[src/rtl/sprite_plotter.sv]
`default_nettype none
// +----------------------------------------------------------------------+
// | sprite_plotter: walks a W x H box from a latched origin, emitting one |
// | clipped pixel write per clock to a VGA adapter.                       |
// | Revision: 1.0                                                         |
// +----------------------------------------------------------------------+
module sprite_plotter #(
  parameter int         W         = 4,
  parameter int         H         = 4,
  parameter logic [2:0] BG_COLOUR = 3'b000,
  parameter int         X_MAX     = 159,
  parameter int         Y_MAX     = 119
) (
  input  logic       clock,
  input  logic       resetn,
  input  logic       start,
  input  logic       erase,
  input  logic [7:0] x_in,
  input  logic [6:0] y_in,
  input  logic [2:0] colour_in,
  output logic [7:0] x_out,
  output logic [6:0] y_out,
  output logic [2:0] colour_out,
  output logic       plot,
  output logic       busy,
  output logic       done
);

  localparam int CXW = (W > 1) ? $clog2(W) : 1;
  localparam int CYW = (H > 1) ? $clog2(H) : 1;

  localparam logic [1:0] S_IDLE = 2'd0;
  localparam logic [1:0] S_DRAW = 2'd1;
  localparam logic [1:0] S_DONE = 2'd2;

  logic [1:0]     r_state;
  logic [1:0]     w_state_nxt;
  logic [7:0]     r_x0;
  logic [6:0]     r_y0;
  logic [2:0]     r_col;
  logic [CXW-1:0] r_cx;
  logic [CYW-1:0] r_cy;

  logic [7:0]     w_x0_n;
  logic [6:0]     w_y0_n;
  logic [2:0]     w_col_n;
  logic [CXW-1:0] w_cx_n;
  logic [CYW-1:0] w_cy_n;
  logic [7:0]     w_x_n;
  logic [6:0]     w_y_n;
  logic [2:0]     w_colour_n;
  logic           w_plot_n;
  logic           w_busy_n;
  logic           w_done_n;
  logic           w_emit;
  logic [8:0]     w_sx;
  logic [7:0]     w_sy;
  logic           w_last;

  assign w_last = (r_cx == CXW'(W - 1)) && (r_cy == CYW'(H - 1));

  always_ff @(posedge clock or negedge resetn) begin
    if (!resetn) r_state <= S_IDLE;
    else         r_state <= w_state_nxt;
  end

  always_comb begin
    w_state_nxt = r_state;
    case (r_state)
      S_IDLE:  if (start)  w_state_nxt = S_DRAW;
      S_DRAW:  if (w_last) w_state_nxt = S_DONE;
      S_DONE:  w_state_nxt = S_IDLE;
      default: w_state_nxt = S_IDLE;
    endcase
  end

  // Outputs are registered, so this block computes the values presented
  // during the cycle after the coming edge: the pixel at the next counter.
  always_comb begin
    w_x0_n     = r_x0;
    w_y0_n     = r_y0;
    w_col_n    = r_col;
    w_cx_n     = r_cx;
    w_cy_n     = r_cy;
    w_x_n      = x_out;
    w_y_n      = y_out;
    w_colour_n = colour_out;
    w_plot_n   = 1'b0;
    w_busy_n   = 1'b0;
    w_done_n   = 1'b0;
    w_emit     = 1'b0;
    case (r_state)
      S_IDLE: begin
        if (start) begin
          w_x0_n   = x_in;
          w_y0_n   = y_in;
          w_col_n  = erase ? BG_COLOUR : colour_in;
          w_cx_n   = '0;
          w_cy_n   = '0;
          w_busy_n = 1'b1;
          w_emit   = 1'b1;
        end
      end
      S_DRAW: begin
        w_busy_n = 1'b1;
        if (w_last) begin
          w_cx_n   = '0;
          w_cy_n   = '0;
          w_done_n = 1'b1;
        end else begin
          w_emit = 1'b1;
          if (r_cx == CXW'(W - 1)) begin
            w_cx_n = '0;
            w_cy_n = r_cy + 1'b1;
          end else begin
            w_cx_n = r_cx + 1'b1;
          end
        end
      end
      default: ;
    endcase
    // Sums are one bit wider than the screen coordinate so off-screen
    // pixels clip instead of wrapping to the left/top edge.
    w_sx = {1'b0, w_x0_n} + 9'(w_cx_n);
    w_sy = {1'b0, w_y0_n} + 8'(w_cy_n);
    if (w_emit) begin
      w_x_n      = w_sx[7:0];
      w_y_n      = w_sy[6:0];
      w_colour_n = w_col_n;
      w_plot_n   = (w_sx <= 9'(X_MAX)) && (w_sy <= 8'(Y_MAX));
    end
  end

  always_ff @(posedge clock or negedge resetn) begin
    if (!resetn) begin
      r_x0       <= '0;
      r_y0       <= '0;
      r_col      <= '0;
      r_cx       <= '0;
      r_cy       <= '0;
      x_out      <= '0;
      y_out      <= '0;
      colour_out <= '0;
      plot       <= 1'b0;
      busy       <= 1'b0;
      done       <= 1'b0;
    end else begin
      r_x0       <= w_x0_n;
      r_y0       <= w_y0_n;
      r_col      <= w_col_n;
      r_cx       <= w_cx_n;
      r_cy       <= w_cy_n;
      x_out      <= w_x_n;
      y_out      <= w_y_n;
      colour_out <= w_colour_n;
      plot       <= w_plot_n;
      busy       <= w_busy_n;
      done       <= w_done_n;
    end
  end

endmodule
`default_nettype wire

[config.mk]
export PLATFORM = sky130hd
export DESIGN_NAME = sprite_plotter
export DESIGN_NICKNAME = d
export VERILOG_FILES = /design/src/rtl/sprite_plotter.sv
export SDC_FILE = /design/constraint.sdc
export NUM_CORES = 1
export LEC_CHECK = 0
export CAP_MARGIN = 20
export CORE_ASPECT_RATIO = 1.2
export CORE_MARGIN = 2
export CORE_UTILIZATION = 47
export CTS_CLUSTER_DIAMETER = 40
export DETAILED_ROUTE_END_ITERATION = 7
export PLACE_DENSITY = 0.74
export SYNTH_ARGS = -nofsm -noshare
export SYNTH_HDL_FRONTEND = slang
export SYNTH_SLANG_ARGS = --single-unit
[constraint.sdc]
create_clock -name clock -period 2.8 [get_ports clock]
set_input_delay 0.28 -clock clock [delete_from_list [all_inputs] [get_ports clock]]
set_output_delay 0.28 -clock clock [all_outputs]
set_load 0.05 [all_outputs]
* Yosys cells after proc, flatten, opt, wreduce, memory -nomap -nowiden
Cells that the tools add are included.
** Word-level totals
- Register bits :: 45
** Cells by class
- Add/sub/neg operators :: 4
- Reduce and logical (&&, ||, !) cells :: 4
- Magnitude comparators :: 2
- Multiplexer cells :: 25
- Equal/unequal tests :: 5
** Operator list (number)
- $mux 2 :: 8
- $mux 8 :: 2
- $mux 7 :: 2
- $pmux 2 s2 :: 3
- $add 8x2->9 :: 1
- $le 9x8->1 const B :: 1
- $mux 3 :: 3
- $add 7x2->8 :: 1
- $le 8x7->1 const B :: 1
- $mux 1 :: 5
- $add 2x1->2 const B :: 2
- $eq 2x2->1 const B :: 2
- $ne 2x2->1 const B :: 2
- $pmux 1 s2 :: 2
- $eq 2x1->1 const B :: 1
- $logic_and 1x1->1 :: 2
- $logic_not 2->1 :: 1
- $reduce_and 2->1 :: 1

* Longest topological paths before layout
Gate-level depths: netlist (run 1).
- Word-level depth :: 8
- Mapped depth :: 14

* Least setup slack after synthesis (run 1)
No wires, ideal clock.
- Path kind :: flip-flop to flip-flop
- Start :: register r_state[0]
- End :: register y_out[6]
- Arrival time :: 2683 ps
- Setup slack :: -7 ps
- Stages on the path, launching flop included :: 13
- Library setup time :: 125 ps
- Cells stage by stage :: dfrtp_1 -> nor3b_1 -> buf_2 -> clkbuf_1 -> nand2_1 -> nand2_1 -> ha_1 -> inv_1 -> fa_1 -> nor4b_1 -> o21ai_0 -> xnor2_1 -> mux2_2
** Between the ends
- Cells in the longest elaborated chain, start to end :: 3
- Elaborated cells between the ends (all ways) :: 6
** RTL lines
- start: declaration :: line 36 : logic [1:0] r_state;
- start signal: assignment :: line 64 : else r_state <= w_state_nxt;
- $logic_not 2->1 :: line 92 : case (r_state)
- $mux 7 :: line 92
- net w_y0_n[0] :: line 45 : logic [6:0] w_y0_n;
- $add 7x2->8 :: line 125 : w_sy = {1'b0, w_y0_n} + 8'(w_cy_n);
- end signal: assignment :: line 154 : y_out <= w_y_n;
- end: declaration :: line 22 : output logic [6:0] y_out,
The timed path passes the listed nets, and every way through them passes these cells.
A chain may end at the register's enable or synchronous reset.

* Worst setup path in the final report (run 1)
- Start :: register r_cy[0]
- End :: register plot
** Between the ends
- Cells in the longest elaborated chain, start to end :: 8
- Elaborated cells between the ends (all ways) :: 17
** RTL lines
- start: declaration :: line 42 : logic [CYW-1:0] r_cy;
- start signal: assignment :: line 152 : r_cy <= w_cy_n;
- $add 2x1->2 or $eq 2x2->1 (tied branches) :: line 114, 60
- $mux 2 or $logic_and 1x1->1 (tied branches) :: line 112, 60
- $mux 2 :: line 106 : if (w_last) begin
- $pmux 2 s2 (*) :: line 92
- net w_cy_n[0] :: line 48 : logic [CYW-1:0] w_cy_n;
- $add 7x2->8 (*) :: line 125
- $le 8x7->1 (*) :: line 130 : w_plot_n = (w_sx <= 9'(X_MAX)) && (w_sy <= 8'(Y_MAX));
- $logic_and 1x1->1 (*) :: line 130
- $mux 1 (*) :: line 126 : if (w_emit) begin
- net w_plot_n :: line 52 : logic w_plot_n;
- end signal: assignment :: line 156 : plot <= w_plot_n;
- end: declaration :: line 24 : output logic plot,
The timed path passes the listed nets; every way through them passes the cells marked *.

==> flow_summary.toml, run 1 <==
[yosys]
ys_ff_latch = 45
yosysSeqAreaShare = 0.4710
synth_edf_count = 0
synthArstFlopShare = 1.000
synth.avg_cell_area_um2 = 9.564
netlist-cell-type-count = 45
synth_top_area_frac = 0.4710
synth-compound-area-share = 0.1141
yosys.area_share.simple = 0.2208
synth_top_family_by_area = "simple AND/OR/NAND/NOR gates"
synth.area.mux_share = 0.07012
ys.flop_type = "dfrtp_1"
synth_xor_xnor_area_share = 0.03663
synth_area_leaders = "dfrtp_1, nand2_1, mux2_2"
syn_area_mm2 = 0.002391
synth_adder_area_share = 0.04814
synthCells = 250
ys_warn_count = 0
syn-num-nets = 280
synth_top_area_cell = "dfrtp_1"

[global_routing]
grt_util_met2 = 0.3558
grt_pass1_wl_um = 9411
grt_start_max_net_pins = 46
grt_usage = 0.2089
globalRouteMet1Util = 0.2627
top_usage_layer = "met2"
grt_pass1_vias = 2023
grt_overflow = 0
antenna_found_initial = 0
globalRouteMet3Util = 0.04976

[cells_and_area]
n_antenna_cell = 0
final_cell_area_mm2 = 0.003187
fin_util = 0.6497
drive_gt1_frac = 0.1592
final_cell_count_no_fill = 374
syn_to_final_growth_pct = 33.28
fin_nets = 343

[setup_path]
crit_path_start_kind = "flip-flop"
crit_arrival_ns = 2.91
crit_type = "flip-flop to flip-flop"
worstReg2RegStart = "r_cy[0]"
ff2ff_path_depth = 12
regToRegSetupSlack_ns = 0.07
cp-end-kind = "flip-flop"
worst-path-max-fanout = 6
crit_required_ns = 2.98
reg2reg_to = "plot"

[detailed_routing]
viasPerCell = 5.529
drtAntennaViolNets = 0
first_iter_violations = 89
wl_per_cell_um = 15.46
drc = 0
routed_wl_um = 5782
firstDrtPassIters = 4
vias = 2068

[clock_network]
clkTransAtPathRegs_ns = 0.09
cts_num_sinks = 45
root_buffer = "clkbuf_8"
tritoncts = "done"
clk_latency_ns = 0.30
cts_buffer_depth = 2
htreeDepth = 2
cts_inserted_buffers = 5

[hold_path]
holdCritPathClass = "primary input to asynchronous set/reset pin"

[die]
start_util = 0.4875
die-area_mm2 = 0.005676
rows = 28
die_h_um = 82.13
die_w_um = 69.11
fp.coreArea_mm2 = 0.004905
pin_count = 43

[placed_design]
dpl_cell_area_mm2 = 0.002988
dpl.hpwl_um = 4171
gp_congestion = 0.8389
port_buffers = 42
dp_cells = 362

[timing]
min_period_ns = 2.731
slew_violations = 0
max_slew_margin = 0.6627
setup_tns_ns = 0
hold_viol = 0
tightestPinTransition_ns = 0.5043
period_share = 0.9752
fmax_mhz = 366.2
setup_violations = 0
skew_ns = 0.008012

[pwr]
powerDensity_mw_per_mm2 = 1281
p_leak_uw = 0.001430
peakVddDrop_v = 0.0006447

[flow_run]
maxCapViolCount = 0

[run_status]
outcome = "complete, no violations"
[Yosys cell counts, types with 6 or more instances]
cell type and instances:
a21oi_1 8, o21ai_0 13, mux2_2 7, nor2_1 9, inv_1 14, mux2i_1 6, dfrtp_1 45, nand3_1 7
nand3b_1 7, xnor2_1 7, ha_1 6, nand2_1 57
[power by group]
group,leakage (uW),internal (uW),switching [uW]
clock,0.0000585,291,218
combinational,0.000824,986,1400
sequential,0.000548,968,221
[flip-flops by register name, indices dropped and copies added (netlist names)]
register / flops
busy: 1
colour_out: 3
done: 1
plot: 1
r_col: 3
r_cx: 2
r_cy: 2
r_state: 2
r_x0: 8
r_y0: 7
x_out: 8
y_out: 7
[critical path, cell delays in order (launching register included)]
cell	delay, ns
dfrtp_1	0.42
ha_2	0.21
nor4b_2	0.27
o21ai_1	0.10
nand2_1	0.12
ha_2	0.20
inv_1	0.06
fa_2	0.41
nand3b_1	0.18
mux2i_1	0.23
nand3_1	0.14
a31oi_2	0.19
a211oi_2	0.09
[layout make-up]
cell class	count	area (um^2)
clock buffer	7	86.33
clock inverter	1	30.03
fill	402	1718
inverter	14	52.55
multi-input combinational	182	1214
sequential	45	1126
tap	60	75.07
timing repair buffer	65	603.1
[routing by layer]
layer	wire length, um	vias to the layer above
met5	0	-
li1	-	990
met1	2437	995
met3	286	12
met4	144	0
met2	2914	71
[stage by stage]
stage	hold slack (ns)	total power, uW	setup slack, ns
finish	0.3162	4083	0.06933
global route	0.3073	4370	-0.009721
CTS	0.1743	4037	0.05380
detailed placement	0.4519	3512	-0.08983
global placement	0.4474	3448	0.001479
floorplan	-0.01559	2693	0.0004756
[cells in the final DEF (no fill, tap or decap), types with 2 or more instances in the layout]
| cell | count |
|---|---|
| a211oi_1 | 2 |
| a21o_1 | 2 |
| a21oi_1 | 8 |
| and3_1 | 4 |
| buf_4 | 21 |
| clkbuf_8 | 6 |
| clkdlybuf4s50_1 | 41 |
| dfrtp_1 | 45 |
| ha_1 | 3 |
| ha_2 | 3 |
| inv_1 | 14 |
| mux2_2 | 7 |
| mux2i_1 | 6 |
| nand2_1 | 57 |
| nand2b_1 | 4 |
| nand3_1 | 7 |
| nand3b_1 | 7 |
| nand4_1 | 5 |
| nor2_1 | 9 |
| nor2b_1 | 2 |
| nor3_1 | 3 |
| nor3b_1 | 3 |
| o211ai_1 | 3 |
| o21ai_0 | 11 |
| o21ai_1 | 2 |
| xnor2_1 | 7 |
| xor2_1 | 3 |
[how the worst max path moves through the flow]
stage | from | endpoint | slack (ns)
after floorplan | r_state[0] | y_out[6] | 0.0005
after global placement | start | plot | 0.001
after detailed placement | start | y_out[6] | -0.09
after CTS | r_cy[0] | y_out[6] | 0.05
after global routing | r_cy[0] | y_out[4] | -0.01
final | r_cy[0] | plot | 0.07
[what timing repair did]
item | CTS | global route
hold endpoints to repair | 0 | 3
setup buffers | 0 | 2
pin swaps | 0 | 4
endpoints found under the setup margin | 2 | 3
hold buffers | 0 | 1
gates resized for setup | 3 | 7
[cell families after synthesis]
kind of cell | count (synthesis)
buf+inv | 23
xor+xnor | 10
compound gates | 41
flops | 45
mux | 15
simple gates | 108
fa+ha+maj | 8
Power figures use the tool's default switching activity.
==> inputs of run 2 (changes only) <==
--- a/config.mk
+++ b/config.mk
@@ -9,7 +9,7 @@
 export CORE_ASPECT_RATIO = 1.2
 export CORE_MARGIN = 2
 export CORE_UTILIZATION = 47
-export CTS_CLUSTER_DIAMETER = 40
+export CTS_CLUSTER_DIAMETER = 100
 export DETAILED_ROUTE_END_ITERATION = 7
 export PLACE_DENSITY = 0.74
 export SYNTH_ARGS = -nofsm -noshare
==> results of run 2 <==
The final DEF is identical to that of run 1; final timing and power are the same.
